### src/rtl/button_pkg.sv
// Shared types and helpers for the push-button conditioner.
// Repeat FSM states are only used when BTN_AUTOREPEAT_EN is defined.
package button_pkg;

   typedef enum logic [1:0] {
      RPT_IDLE   = 2'd0,
      RPT_DELAY  = 2'd1,
      RPT_REPEAT = 2'd2
   } btn_rpt_state_t;

   function automatic int clog2_min1(input int n);
      return (n <= 2) ? 1 : $clog2(n);
   endfunction

endpackage

### src/rtl/button_conditioner_channel.sv
// One button channel: synchroniser, debounce counter, edge pulses.
// Optional auto-repeat FSM enabled by defining BTN_AUTOREPEAT_EN.
module btn_channel
   import button_pkg::*;
#(
   parameter int SYNC_STAGES  = 2,
   parameter int STABLE_CNT   = 4,
   parameter int REPEAT_DELAY = 50,
   parameter int REPEAT_RATE  = 10
) (
   input  logic clk,
   input  logic rst_n,
   input  logic btn_in,
   input  logic sample_tick,
   output logic btn_level,
   output logic btn_press,
   output logic btn_release,
   output logic btn_repeat
);

   localparam int CW = clog2_min1(STABLE_CNT);

   logic [SYNC_STAGES-1:0] sync_q;
   logic                   s;
   logic [CW-1:0]          cnt;
   logic [CW-1:0]          cnt_nxt;
   logic                   level_nxt;
   logic                   rise;
   logic                   fall;

   always_ff @(posedge clk or negedge rst_n) begin
      if (!rst_n) sync_q <= '0;
      else        sync_q <= {sync_q[SYNC_STAGES-2:0], btn_in};
   end

   assign s = sync_q[SYNC_STAGES-1];

   // a single agreeing sample discards the whole run
   always_comb begin
      level_nxt = btn_level;
      cnt_nxt   = cnt;
      if (sample_tick) begin
         if (s == btn_level) begin
            cnt_nxt = '0;
         end else if (cnt == CW'(STABLE_CNT - 1)) begin
            level_nxt = ~btn_level;
            cnt_nxt   = '0;
         end else begin
            cnt_nxt = cnt + CW'(1);
         end
      end
   end

   assign rise = level_nxt & ~btn_level;
   assign fall = ~level_nxt & btn_level;

   always_ff @(posedge clk or negedge rst_n) begin
      if (!rst_n) begin
         cnt         <= '0;
         btn_level   <= 1'b0;
         btn_press   <= 1'b0;
         btn_release <= 1'b0;
      end else begin
         cnt         <= cnt_nxt;
         btn_level   <= level_nxt;
         btn_press   <= rise;
         btn_release <= fall;
      end
   end

`ifdef BTN_AUTOREPEAT_EN
   localparam int RMAX = (REPEAT_DELAY > REPEAT_RATE) ? REPEAT_DELAY : REPEAT_RATE;
   localparam int RW   = clog2_min1(RMAX + 1);

   btn_rpt_state_t st;
   btn_rpt_state_t st_nxt;
   logic [RW-1:0]  rcnt;
   logic [RW-1:0]  rcnt_nxt;
   logic           rpt_nxt;

   always_comb begin
      st_nxt   = st;
      rcnt_nxt = rcnt;
      rpt_nxt  = 1'b0;
      if (fall) begin
         st_nxt   = RPT_IDLE;
         rcnt_nxt = '0;
      end else begin
         unique case (st)
            RPT_IDLE: begin
               if (rise) begin
                  st_nxt   = RPT_DELAY;
                  rcnt_nxt = '0;
               end
            end
            RPT_DELAY: begin
               if (sample_tick) begin
                  if (rcnt == RW'(REPEAT_DELAY - 1)) begin
                     rpt_nxt  = 1'b1;
                     rcnt_nxt = '0;
                     st_nxt   = RPT_REPEAT;
                  end else begin
                     rcnt_nxt = rcnt + RW'(1);
                  end
               end
            end
            RPT_REPEAT: begin
               if (sample_tick) begin
                  if (rcnt == RW'(REPEAT_RATE - 1)) begin
                     rpt_nxt  = 1'b1;
                     rcnt_nxt = '0;
                  end else begin
                     rcnt_nxt = rcnt + RW'(1);
                  end
               end
            end
            default: begin
               st_nxt   = RPT_IDLE;
               rcnt_nxt = '0;
            end
         endcase
      end
   end

   always_ff @(posedge clk or negedge rst_n) begin
      if (!rst_n) begin
         st         <= RPT_IDLE;
         rcnt       <= '0;
         btn_repeat <= 1'b0;
      end else begin
         st         <= st_nxt;
         rcnt       <= rcnt_nxt;
         btn_repeat <= rpt_nxt;
      end
   end
`else
   assign btn_repeat = 1'b0;
`endif

endmodule

### src/rtl/button_conditioner.sv
// Multi-channel button front end: shared sample prescaler plus CH channels.
// Define BTN_AUTOREPEAT_EN to build the per-channel auto-repeat FSM.
module button_conditioner
   import button_pkg::*;
#(
   parameter int CH           = 5,
   parameter int SAMPLE_DIV   = 100000,
   parameter int STABLE_CNT   = 4,
   parameter int SYNC_STAGES  = 2,
   parameter int REPEAT_DELAY = 50,
   parameter int REPEAT_RATE  = 10
) (
   input  logic          clk,
   input  logic          rst_n,
   input  logic [CH-1:0] btn_in,
   output logic          sample_tick,
   output logic [CH-1:0] btn_level,
   output logic [CH-1:0] btn_press,
   output logic [CH-1:0] btn_release,
   output logic [CH-1:0] btn_repeat
);

   localparam int DW = clog2_min1(SAMPLE_DIV);

   logic [DW-1:0] div_cnt;
   logic          tick;

   assign tick        = (div_cnt == DW'(SAMPLE_DIV - 1));
   assign sample_tick = tick;

   always_ff @(posedge clk or negedge rst_n) begin
      if (!rst_n)    div_cnt <= '0;
      else if (tick) div_cnt <= '0;
      else           div_cnt <= div_cnt + DW'(1);
   end

   for (genvar i = 0; i < CH; i++) begin : g_ch
      btn_channel #(
         .SYNC_STAGES (SYNC_STAGES),
         .STABLE_CNT  (STABLE_CNT),
         .REPEAT_DELAY(REPEAT_DELAY),
         .REPEAT_RATE (REPEAT_RATE)
      ) u_ch (
         .clk        (clk),
         .rst_n      (rst_n),
         .btn_in     (btn_in[i]),
         .sample_tick(tick),
         .btn_level  (btn_level[i]),
         .btn_press  (btn_press[i]),
         .btn_release(btn_release[i]),
         .btn_repeat (btn_repeat[i])
      );
   end

endmodule
### config.mk
export PLATFORM = sky130hd
export DESIGN_NAME = button_conditioner
export DESIGN_NICKNAME = d
export VERILOG_FILES = /design/src/rtl/button_pkg.sv /design/src/rtl/button_conditioner_channel.sv /design/src/rtl/button_conditioner.sv
export SDC_FILE = /design/constraint.sdc
export NUM_CORES = 1
export LEC_CHECK = 0
export CAP_MARGIN = 20
export CELL_PAD_IN_SITES_DETAIL_PLACEMENT = 1
export CELL_PAD_IN_SITES_GLOBAL_PLACEMENT = 1
export CORE_MARGIN = 4
export CORE_UTILIZATION = 47
export CTS_CLUSTER_SIZE = 30
export DETAILED_ROUTE_END_ITERATION = 8
export PLACE_DENSITY = 0.86
export SYNTH_ARGS = -nofsm -noshare
export SYNTH_HDL_FRONTEND = slang
export SYNTH_SLANG_ARGS = --single-unit
### constraint.sdc
create_clock -name clk -period 3.05 [get_ports clk]
set_clock_uncertainty 0.1 [all_clocks]
set_input_delay 0.61 -clock clk [delete_from_list [all_inputs] [get_ports clk]]
set_output_delay 0.61 -clock clk [all_outputs]
set_load 0.05 [all_outputs]
==> impl_metrics.sql <==
INSERT INTO impl_metrics (metric_group, metric, value, unit) VALUES
('final_layout', 'finalNetCount', '232', ''),
('synthesis', 'yosys_warnings', '0', ''),
('run', 'max-cap-violations', '0', ''),
('clock_network', 'ctsHoldBuffers', '0', ''),
('detailed_routing', 'routed_via_density', '5.28', ''),
('power_and_ir_drop', 'peakVddDrop', '252', 'uV'),
('final_layout', 'layout.cells.most_common', 'sky130_fd_sc_hd__dfrtp_1', ''),
('final_layout', 'areaGrowthSynthToFinish', '12.0', '%'),
('detailed_routing', 'ant_nets', '0', ''),
('floorplan', 'initial_core_util', '49.1', '%'),
('floorplan', 'design.die.area', '6160', 'um^2'),
('power_and_ir_drop', 'post-layout-total-power', '1.21', 'mW'),
('sta', 'relSlewSlack', '66.5', '%'),
('synthesis', 'synthXorXnorAreaFrac', '7.51', '%'),
('synthesis', 'synth_cell_type_count', '30', ''),
('hold_path', 'hp-class', 'in -> async', ''),
('synthesis', 'synth-seq-area-share', '55.8', '%'),
('sta', 'timing.final.crit_period', '2.81', 'ns'),
('detailed_routing', 'drt-pass1-iter-count', '4', ''),
('clock_network', 'cts_buffer_depth', '2', ''),
('floorplan', 'core_region_area', '4750', 'um^2'),
('run_status', 'status', 'finished clean', ''),
('synthesis', 'multiplexer_area_fraction_after_synthesis', '2.41', '%'),
('sta', 'fin_tns_setup', '0', 'ns'),
('worst_setup_path', 'cp_max_fo', '15', ''),
('detailed_routing', 'detail_route.wl_per_cell', '16.6', 'um'),
('synthesis', 'synth_top_family_by_area', 'simple AND/OR/NAND/NOR gates', ''),
('clock_network', 'cts_repair_resize_count', '0', ''),
('placement', 'postPlaceCellArea', '2500', 'um^2'),
('placement', 'dp_worst_setup_slack', '0.605', 'ns'),
('global_routing', 'grt_max_degree', '29', ''),
('synthesis', 'synth_compound_area_share', '4.29', '%'),
('placement', 'gp_congestion', '0.785', ''),
('synthesis', 'netlist_area', '2330', 'um^2'),
('sta', 'rsz0062_at_grt', 'false', ''),
('power_and_ir_drop', 'power-per-cell-area', '463', 'nW/um^2'),
('sta', 'timing.hold.ws', '0.175', 'ns'),
('worst_setup_path', 'path_cells', 'ha_1 > nand3_1 > nor3_4 > nand2_4 > clkinv_2 > buf_12', ''),
('worst_setup_path', 'element_type_at_the_critical_path_end', 'output pin', ''),
('clock_network', 'worst_skew_pair.late_latency', '0.31', 'ns'),
('sta', 'final.period_utilization', '92.2', '%'),
('floorplan', 'io_pins', '28', ''),
('clock_network', 'cts_inserted_buffers', '5', ''),
('sta', 'fin_ws', '0.239', 'ns'),
('worst_setup_path', 'cp_slowest_stage_delay', '0.42', 'ns'),
('synthesis', 'synth_adder_area_share', '3.22', '%'),
('clock_network', 'tritoncts_clock_tree', 'built', ''),
('final_layout', 'stdcell_area', '2610', 'um^2'),
('detailed_routing', 'num_vias', '1514', ''),
('synthesis', 'mapped_cells', '207', ''),
('detailed_routing', 'drt_first_iter_violations', '61', ''),
('final_layout', 'insertedDiodeCount', '0', ''),
('worst_setup_path', 'worstPathBufferInverterCount', '2', ''),
('clock_network', 'cts.root.buffer_cell', 'sky130_fd_sc_hd__clkbuf_8', ''),
('worst_setup_path', 'required', '2.34', 'ns'),
('global_routing', 'antenna_found_initial', '0', ''),
('global_routing', 'vias_in_the_first_global_route', '1638', ''),
('sta', 'clock.fmax', '356', 'MHz'),
('worst_setup_path', 'worstSetupPathType', 'reg -> out', ''),
('final_layout', 'layout.filler_cells', '527', ''),
('sta', 'final-setup-viol-count', '0', ''),
('detailed_routing', 'wl', '4.75', 'mm'),
('sta', 'slew_violations', '0', ''),
('placement', 'buffer_ports.inserted', '22', ''),
('placement', 'dp_hpwl', '3.41', 'mm'),
('floorplan', 'fp.dieW', '78.5', 'um'),
('worst_setup_path', 'critPathTopFamily', 'simple AND/OR/NAND/NOR gates', ''),
('floorplan', 'floorplan.rows', '25', ''),
('clock_network', 'post-cts-setup-buffer-count', '0', ''),
('detailed_routing', 'drcViolationCount', '0', ''),
('synthesis', 'simple_gate_area_share_of_the_yosys_netlist', '18.7', '%');
==> synth_stat cells <==
cell / n / area (um^2)
sky130_fd_sc_hd__buf_4: 20 / 150
sky130_fd_sc_hd__xor2_1: 11 / 96.3
sky130_fd_sc_hd__dfrtp_1: 52 / 1300
sky130_fd_sc_hd__nor3_4: 1 / 16.3
sky130_fd_sc_hd__nand2_4: 1 / 11.3
sky130_fd_sc_hd__xnor2_1: 9 / 78.8
sky130_fd_sc_hd__or3_1: 1 / 6.26
sky130_fd_sc_hd__o21ai_0: 17 / 85.1
sky130_fd_sc_hd__nand4bb_1: 1 / 11.3
sky130_fd_sc_hd__and4b_1: 7 / 70.1
sky130_fd_sc_hd__nor4_1: 4 / 25.0
sky130_fd_sc_hd__or4b_4: 1 / 13.8
sky130_fd_sc_hd__nor3_1: 6 / 30.0
sky130_fd_sc_hd__buf_2: 1 / 5.00
sky130_fd_sc_hd__nand2_1: 18 / 67.6
sky130_fd_sc_hd__clkinv_2: 1 / 5.00
sky130_fd_sc_hd__inv_1: 1 / 3.75
sky130_fd_sc_hd__o21ai_1: 3 / 15.0
sky130_fd_sc_hd__conb_1: 1 / 3.75
sky130_fd_sc_hd__nor2_4: 1 / 11.3
sky130_fd_sc_hd__and2_1: 1 / 6.26
sky130_fd_sc_hd__nor2_1: 18 / 67.6
sky130_fd_sc_hd__buf_8: 1 / 15.0
sky130_fd_sc_hd__clkbuf_1: 2 / 7.51
sky130_fd_sc_hd__nand3_1: 10 / 50.1
sky130_fd_sc_hd__or3b_4: 1 / 11.3
sky130_fd_sc_hd__ha_1: 6 / 75.1
sky130_fd_sc_hd__mux2_2: 5 / 56.3
sky130_fd_sc_hd__or2_0: 1 / 6.26
sky130_fd_sc_hd__nand4_1: 5 / 31.3
==> flip-flops by register name (all words and copies together), names as in the netlist <==
| register | count |
|---|---|
| g_ch.u_ch.btn_level | 5 |
| div_cnt | 17 |
| g_ch.u_ch.btn_press | 5 |
| g_ch.u_ch.btn_release | 5 |
| g_ch.u_ch.cnt | 10 |
| g_ch.u_ch.sync_q | 10 |
==> metal layers <==
layer | vias up | track usage [%] | part of all wire (%)
met5 | - | 0 | 0
met4 | 0 | 5.24 | 1.2
met3 | 7 | 3.56 | 3.7
met2 | 35 | 30.7 | 52
met1 | 766 | 21.9 | 43
li1 | 706 | - | -
==> worst paths after layout <==
check | depth (start not counted) | to | start | slack [ns]
worst min-delay path | 2 | div_cnt[15] | rst_n | 0.18
worst min register to register | 0 | g_ch[2].u_ch.sync_q[1] | g_ch[2].u_ch.sync_q[0] | 0.26
worst max-delay path | 6 | sample_tick | div_cnt[0] | 0.24
max in group asynchronous | 2 | g_ch[1].u_ch.sync_q[0] | rst_n | 2.38
worst max register to register | 7 | g_ch[0].u_ch.btn_press | div_cnt[0] | 0.79
min in group clk | 0 | g_ch[2].u_ch.sync_q[1] | g_ch[2].u_ch.sync_q[0] | 0.26
==> report_power, final <==
part | switching (mW) | internal (mW)
Clock | 0.227 | 0.243
Sequential | 0.00472 | 0.695
Combinational | 0.0302 | 0.0102
Total | 0.262 | 0.949
==> worst reg2reg max path, delay by kind of cell, from the launching register on <==
kind          cells  cell delay, ns
fa+ha+maj         1            0.20
buf+inv           2            0.32
flops             1            0.41
simple gates      4            1.16
==> cells by family (layout without fill, tap and decap cells) <==
| logic type | Yosys count | in the layout |
|---|---|---|
| flip-flops | 52 | 52 |
| AO/OA/AOI/OAI | 20 | 20 |
| XOR/XNOR | 20 | 20 |
| buffers and inverters | 26 | 35 |
| multiplexers | 5 | 5 |
| other | 1 | 5 |
| AND/OR/NAND/NOR | 77 | 77 |
| adder cells (fa/ha/maj) | 6 | 6 |
==> area by class of cell <==
| cell class | count | area, um^2 | share of cell area (%) |
|---|---|---|---|
| tap | 67 | 83.8 | 3.21 |
| inverter | 2 | 8.76 | 0.335 |
| sequential | 52 | 1300 | 49.8 |
| timing repair buffer | 25 | 248 | 9.48 |
| clock inverter | 3 | 42.5 | 1.63 |
| clock buffer | 5 | 68.8 | 2.63 |
| multi-input combinational | 133 | 861 | 32.9 |
==> per-stage QoR <==
step | utilization (%) | instances
3_5_place_dp | 52.6 | 279
4_1_cts | 55.0 | 287
5_1_grt | 55.0 | 287
3_3_place_gp | 52.6 | 279
2_1_floorplan | - | 211
6_report | 55.0 | 287
Note: power is estimated with default switching activity, not from simulation.
